[config.mk]
export PLATFORM = sky130hd
export DESIGN_NAME = text_mem_arbiter
export DESIGN_NICKNAME = d
export VERILOG_FILES = /design/src/rtl/text_mem_arbiter.sv
export SDC_FILE = /design/constraint.sdc
export NUM_CORES = 1
export LEC_CHECK = 0
export BUFFER_PORTS_ARGS = -buffer_cell sky130_fd_sc_hd__buf_4
export CAP_MARGIN = 0
export CORE_MARGIN = 3
export CORE_UTILIZATION = 45
export CTS_BUF_LIST = sky130_fd_sc_hd__clkbuf_8
export CTS_CLUSTER_SIZE = 20
export DETAILED_ROUTE_END_ITERATION = 16
export GPL_ROUTABILITY_DRIVEN = 0
export GPL_TIMING_DRIVEN = 0
export PLACE_DENSITY_LB_ADDON = 0.08
export SLEW_MARGIN = 20
export SYNTH_ARGS = -nofsm -noshare
export SYNTH_HDL_FRONTEND = slang
export SYNTH_SLANG_ARGS = --single-unit
[constraint.sdc]
create_clock -name clk -period 3.13 [get_ports clk]
set_clock_uncertainty 0.2 [all_clocks]
set_input_delay 0.626 -clock clk [delete_from_list [all_inputs] [get_ports clk]]
set_output_delay 0.626 -clock clk [all_outputs]
set_load 0.02 [all_outputs]
[src/rtl/text_mem_arbiter.sv]
// Single-port text memory arbiter: renderer reads, hardware clear engine, CPU port.
// Fixed priority per cycle: video > clear > CPU. Read responses are tracked by a registered owner tag.
module text_mem_arbiter #(
  parameter int ADDR_W = 11,
  parameter int DATA_W = 16,
  parameter int CELLS = 2000,
  parameter logic [DATA_W-1:0] CLEAR_VAL = 16'h0020
) (
  input  logic              clk,
  input  logic              resetn,
  input  logic              vid_req,
  input  logic [ADDR_W-1:0] vid_addr,
  output logic              vid_valid,
  output logic [DATA_W-1:0] vid_data,
  input  logic              cpu_valid,
  input  logic              cpu_we,
  input  logic [ADDR_W-1:0] cpu_addr,
  input  logic [DATA_W-1:0] cpu_wdata,
  output logic              cpu_ready,
  output logic              cpu_rvalid,
  output logic [DATA_W-1:0] cpu_rdata,
  input  logic              clr_start,
  output logic              clr_busy,
  output logic              mem_en,
  output logic              mem_we,
  output logic [ADDR_W-1:0] mem_addr,
  output logic [DATA_W-1:0] mem_wdata,
  input  logic [DATA_W-1:0] mem_rdata
);

  typedef enum logic {IDLE, CLEAR} state_t;

  localparam logic [ADDR_W-1:0] LAST_CELL = ADDR_W'(CELLS - 1);

  state_t            state, state_nxt;
  logic [ADDR_W-1:0] clr_cnt;
  logic              clr_grant;
  logic              vid_rd_q;
  logic              cpu_rd_q;
  logic [DATA_W-1:0] rdata_hold;

  always_ff @(posedge clk or negedge resetn) begin
    if (!resetn) state <= IDLE;
    else         state <= state_nxt;
  end

  always_comb begin
    state_nxt = state;
    case (state)
      IDLE:  if (clr_start) state_nxt = CLEAR;
      CLEAR: if (clr_grant && clr_cnt == LAST_CELL) state_nxt = IDLE;
      default: state_nxt = IDLE;
    endcase
  end

  // CPU handshake: a transfer happens on a cycle with cpu_valid && cpu_ready; the CPU holds
  // cpu_we/cpu_addr/cpu_wdata stable until then. Combinational outputs are forced idle in reset.
  always_comb begin
    mem_en    = 1'b0;
    mem_we    = 1'b0;
    mem_addr  = '0;
    mem_wdata = '0;
    cpu_ready = 1'b0;
    clr_grant = 1'b0;
    clr_busy  = (state == CLEAR);
    if (resetn) begin
      if (vid_req) begin
        mem_en   = 1'b1;
        mem_addr = vid_addr;
      end else if (state == CLEAR) begin
        clr_grant = 1'b1;
        mem_en    = 1'b1;
        mem_we    = 1'b1;
        mem_addr  = clr_cnt;
        mem_wdata = CLEAR_VAL;
      end else if (cpu_valid) begin
        cpu_ready = 1'b1;
        mem_en    = 1'b1;
        mem_we    = cpu_we;
        mem_addr  = cpu_addr;
        mem_wdata = cpu_wdata;
      end
    end
  end

  always_ff @(posedge clk or negedge resetn) begin
    if (!resetn) begin
      clr_cnt <= '0;
    end else if (clr_grant) begin
      clr_cnt <= (clr_cnt == LAST_CELL) ? '0 : clr_cnt + 1'b1;
    end
  end

  // Owner tag of last cycle's read; mem_rdata belongs to whoever issued it.
  always_ff @(posedge clk or negedge resetn) begin
    if (!resetn) begin
      vid_rd_q   <= 1'b0;
      cpu_rd_q   <= 1'b0;
      rdata_hold <= '0;
    end else begin
      vid_rd_q <= vid_req;
      cpu_rd_q <= cpu_ready && !cpu_we;
      if (cpu_rd_q) rdata_hold <= mem_rdata;
    end
  end

  assign vid_valid  = vid_rd_q;
  assign vid_data   = mem_rdata;
  assign cpu_rvalid = cpu_rd_q;
  assign cpu_rdata  = cpu_rd_q ? mem_rdata : rdata_hold;

endmodule

==> results of run 1 <==
-- cell usage after synthesis --
library cell  count
a222oi_1          9
clkbuf_1          2
and2b_1           1
a22o_1            1
nor3b_1           2
and4_1            3
xnor2_1           2
nand2b_4          1
dfrtp_1          30
a21oi_1           2
nand2_1           8
a21o_1            1
buf_2             6
buf_6             2
nand4_1           5
xor2_1            5
and2_1           17
a221o_1           1
o21ai_0           5
inv_1             9
and3_1            2
nor3b_4           1
o21ai_1           1
mux2_2           16
buf_4            16
ha_1              1
nor2_1            9
nand3b_1          2
and4b_1           1
nand3_1           2
and3b_1           1
o31a_1            1
-- through the flow --
stage | std cells | utilization [%]
floorplan | 165 | -
global placement | 335 | 77.0
detailed placement | 335 | 77.0
CTS | 343 | 81.1
global route | 343 | 81.1
finish | 343 | 81.1
-- sequential cells by signal (all words and copies together) (netlist names) --
register    cells
cpu_rvalid      1
rdata_hold     16
clr_cnt        11
clr_busy        1
vid_valid       1
-- where the power goes --
group	internal [mW]	switching (mW)	total [mW]
clock network	0.339	0.144	0.483
logic	0.142	0.123	0.265
registers	0.423	0.0375	0.461
total	0.905	0.304	1.21
-- how the worst max path moves through the flow --
| stage | to | slack, ns | depth (start not counted) |
|---|---|---|---|
| after floorplan | mem_wdata[10] | 0.76 | 4 |
| after detailed placement | mem_addr[4] | 0.14 | 6 |
| final | mem_addr[4] | 0.18 | 6 |
| after global placement | mem_addr[4] | 0.13 | 6 |
| after global routing | mem_addr[9] | 0.01 | 7 |
| after CTS | mem_addr[4] | 0.14 | 6 |
-- area by class of cell --
type / instances / share of cell area (%)
Sequential cell: 30 / 26.3
Multi-Input combinational cell: 100 / 26.6
Clock inverter: 2 / 2.10
Buffer: 26 / 6.31
Clock buffer: 6 / 2.89
Inverter: 9 / 1.18
Timing Repair Buffer: 124 / 32.6
Tap cell: 46 / 2.02
-- per-layer routing --
| layer | share of wire (%) | GRT usage, % | wire, um |
|---|---|---|---|
| met1 | 34 | 24.3 | 1740 |
| met3 | 12 | 8.70 | 616 |
| met2 | 53 | 41.9 | 2720 |
| met5 | 0 | 0 | 0 |
| met4 | 0.78 | 4.47 | 40 |
-- logic make-up (layout without fill, tap and decap cells) --
kind of cell	count (synthesis)	after routing	share of synthesized area (%)
AND/OR/NAND/NOR	55	55	19.7
buffers and inverters	35	167	12.4
flip-flops	30	30	43.6
AO/OA/AOI/OAI	21	21	9.59
multiplexers	16	16	10.5
XOR/XNOR	7	7	3.56
adder cells (fa/ha/maj)	1	1	0.726
==> metrics.yaml, run 1 <==
post-cts-setup-buffer-count: 0
ctsRootBufferMaster: "clkbuf_8"
yosys_warnings: 0
drive_above_1_share_pct: 58.6
r2r_cells: 6
r2r_slack_ns: 1.32
drc: 0
tightest_slew_ns: 0.525
cts_buffers: 5
antenna_cells: 0
layout_common_cells: "buf_4 (140), dfrtp_1 (30), and2_1 (17), mux2_2 (16)"
ff_latch_area_sq_um: 751
htreeDepth: 2
cts_hold_buffers: 0
fp.dieArea_sq_um: 4610
ys_seq_area_share_pct: 43.6
synth.distinct_cells: 32
grt_pass1_vias: 1640
status: "complete, no violations"
slew_headroom_pct: 65.0
power.density_nw_per_um2: 423
rr_endpoint: "clr_cnt[10]"
grt_remaining_overflow: 0
fin_setup_tns_ns: 0
post-place-ws_ns: 0.140
rsz0062_at_grt: "no"
critPathLaunchType: "primary input"
critPathLaunch: "resetn"
endpoint_kind: "output pin"
synth.cell_area_sq_um: 1720
boundaryPins: 125
cpPeakStageDelay_ns: 0.48
wire_per_inst_um: 14.9
finalPower_mw: 1.21
cts.path.max_buffers: 2
fmax_ghz: 0.339
rr_startpoint: "clr_cnt[0]"
cp.required_ns: 2.30
multi_input_area_sq_um: 758
final.setup.worst_slack_ns: 0.179
die_x_um: 67.9
synth-seq-cells: 30
core_area_sq_um: 3520
criticalPathCategory: "primary input to output pin"
crit_path_top_delay_cell: "nor3b_4"
synth_cells: 165
hold_ws_ns: 0.0838
fin_crit_ns: 2.95
start_util_pct: 48.9
cts_tree: "built"
clkSlewWorstSetupHoldPaths_ns: 0.06
clkSinkCount: 30
critPathBufInv: 3
min_path_type: "primary input to asynchronous set/reset pin"
synthTopCellsByArea: "dfrtp_1 (44%), mux2_2 (10%), buf_4 (7.0%)"
fillCellCount: 241
ir_drop_mv: 0.472
crit_arrival_ns: 2.13
port_buffers: 124
period_share_pct: 94.3
netlist.area_leader.share_pct: 43.6
num_rows: 21
antenna_found_initial: 0
crit_top_cell: "buf_4"
mappedNetlistNets: 226
postPlaceCellArea_sq_um: 2710
cp_cell_sequence: "buf_4 -> nand2b_4 -> nor3b_4 -> buf_6 -> a221o_1 -> buf_4"
final_antenna_net_count: 0
routed_wl_um: 5120
synth_top_cell_by_area: "dfrtp_1"
die_h_um: 67.9
crit_family: "buffers and inverters"
maxCapViolCount: 0
dpl.hpwl_um: 4030
grt_max_degree: 38
drt-pass1-iter-count: 6
vias_per_cell: 4.97
syn-mean-instance-area_sq_um: 10.4
layout_commonest_cell: "buf_4"
grt_use_total_pct: 22.6
final-setup-viol-count: 0
timing.final.max_slew_violations: 0
clkLatencyLatePin_ns: 0.28
area_growth_pct: 65.7
vias: 1706
initialDrtViolationCount: 98
p_leak_nw: 1.61
grt_pass1_wl_um: 7650
stdcell_area_sq_um: 2850
hold_violations: 0
nNetsFinal: 357
cp_max_fo: 37
ctsResizeCount: 0
(Power assumes the default switching activity.)
==> run 2, diff against run 1 <==
Settings changed: CORE_MARGIN 3 to 4.
==> run 2 against run 1 <==
  * Cell count did not move
  * Critical path depth did not move
  * Non-clock buffer count did not move
  * Register-to-register slack improved by 0.07 ns
  * Fmax rose by 1.8%
  * Utilization fell by 5.2 points
  * Combinational power barely moved
  * Sequential power barely moved
  * Wire length fell by 6.7%
==> metrics.yaml, run 2 (synthesis gave the netlist of run 1 again) <==
rr_endpoint: "clr_cnt[10]"
seqPwrFrac_pct: 45.3
largest-register: "rdata_hold"
cp_cell_sequence: "buf_4 -> nand2b_4 -> nor3b_4 -> buf_6 -> a22o_1 -> buf_4"
hold_violations: 0
rsz0062_at_grt: "no"
grt_remaining_overflow: 0
p_int_uw: 735
start_util_pct: 46.7
grt_use_total_pct: 20.0
cts_hold_buffers: 0
fillCellCount: 294
drt-pass1-iter-count: 4
port_buffers: 124
use_met1_pct: 25.5
drc: 0
pwr-share-clk_pct: 28.8
tightest_slew_ns: 0.492
endpoint_kind: "output pin"
boundaryPins: 125
layout_common_cells: "buf_4 (140), dfrtp_1 (30), and2_1 (17), mux2_2 (16)"
grt_pass1_vias: 1650
initialDrtViolationCount: 97
wire_per_inst_um: 13.9
busiest_layer: "met2"
vias: 1657
min_path_type: "primary input to asynchronous set/reset pin"
r2r_cells: 6
stdcell_area_sq_um: 2800
vias_per_cell: 4.83
core_area_sq_um: 3690
clkSlewWorstSetupHoldPaths_ns: 0.06
crit_cells: 6
p_leak_nw: 1.58
slew_headroom_pct: 67.2
maxCapViolCount: 0
ctsResizeCount: 0
layout_commonest_cell: "buf_4"
grt.met2_usage_pct: 33.9
ir_drop_mv: 0.250
post-place-cells: 337
final.setup.worst_slack_ns: 0.231
grt_max_degree: 38
hold_ws_ns: 0.0995
critPathBufInv: 3
top_regs: "rdata_hold x16, clr_cnt x11"
combPwrFrac_pct: 25.9
crit_top_cell: "buf_4"
met3_usage_pct: 5.32
routed_wl_um: 4770
dpl.hpwl_um: 3860
switching_share_pct: 27.7
fin_crit_ns: 2.90
largest_reg_flops: 16
clkSinkCount: 30
die_x_um: 69.9
r2r_slack_ns: 1.39
num_rows: 22
p_sw_uw: 281
cp_max_fo: 37
final-setup-viol-count: 0
final_antenna_net_count: 0
area_growth_pct: 62.3
fin_setup_tns_ns: 0
post-place-ws_ns: 0.199
nNetsFinal: 357
finalPower_mw: 1.02
criticalPathCategory: "primary input to output pin"
die_h_um: 69.9
clkLatencyLatePin_ns: 0.27
fp.dieArea_sq_um: 4880
final_util_pct: 75.8
rr_startpoint: "clr_cnt[0]"
antenna_cells: 0
crit_path_top_delay_cell: "nor3b_4"
htreeDepth: 2
post-cts-setup-buffer-count: 0
timing.final.max_slew_violations: 0
cts.path.max_buffers: 2
cts_buffers: 5
antenna_found_initial: 0
power.density_nw_per_um2: 363
crit_family: "buffers and inverters"
postPlaceCellArea_sq_um: 2710
cts_tree: "built"
critPathLaunchType: "primary input"
crit_arrival_ns: 2.07
grt_pass1_wl_um: 7990
final_cells: 343
drive_above_1_share_pct: 58.3
status: "complete, no violations"
ctsRootBufferMaster: "clkbuf_8"
cpPeakStageDelay_ns: 0.47
cp.required_ns: 2.30
period_share_pct: 92.6
fmax_ghz: 0.345
run 2: how the worst max path moves through the flow:
stage                     startpoint       endpoint  slack (ns)
after floorplan              vid_req  mem_wdata[10]        0.76
after global placement        resetn    mem_addr[9]        0.21
after detailed placement      resetn   mem_addr[10]        0.20
after CTS                     resetn   mem_addr[10]        0.20
after global routing          resetn    mem_addr[9]        0.05
final                         resetn   mem_addr[10]        0.23
run 2: power groups by stage:
stage	combinational, mW	sequential [mW]	clock (mW)
after global routing	0.287	0.467	0.326
after floorplan	0.131	0.459	0
after detailed placement	0.267	0.466	0
after CTS	0.267	0.460	0.304
after global placement	0.258	0.466	0
final	0.263	0.460	0.292
run 2: final cells by class:
| class | instances | area [sq um] | share of cell area, % |
|---|---|---|---|
| timing repair buffer | 124 | 931 | 33.3 |
| multi-input combinational | 100 | 758 | 27.1 |
| clock buffer | 6 | 82.6 | 2.95 |
| tap | 48 | 60.1 | 2.15 |
| sequential | 30 | 751 | 26.8 |
| buffer | 26 | 180 | 6.44 |
| inverter | 9 | 33.8 | 1.21 |
run 2: routing by layer:
metal	up-vias	part of all wire, %
met1	754	41
met4	0	0.52
met5	-	0
met3	4	8.3
met2	78	50
li1	821	-
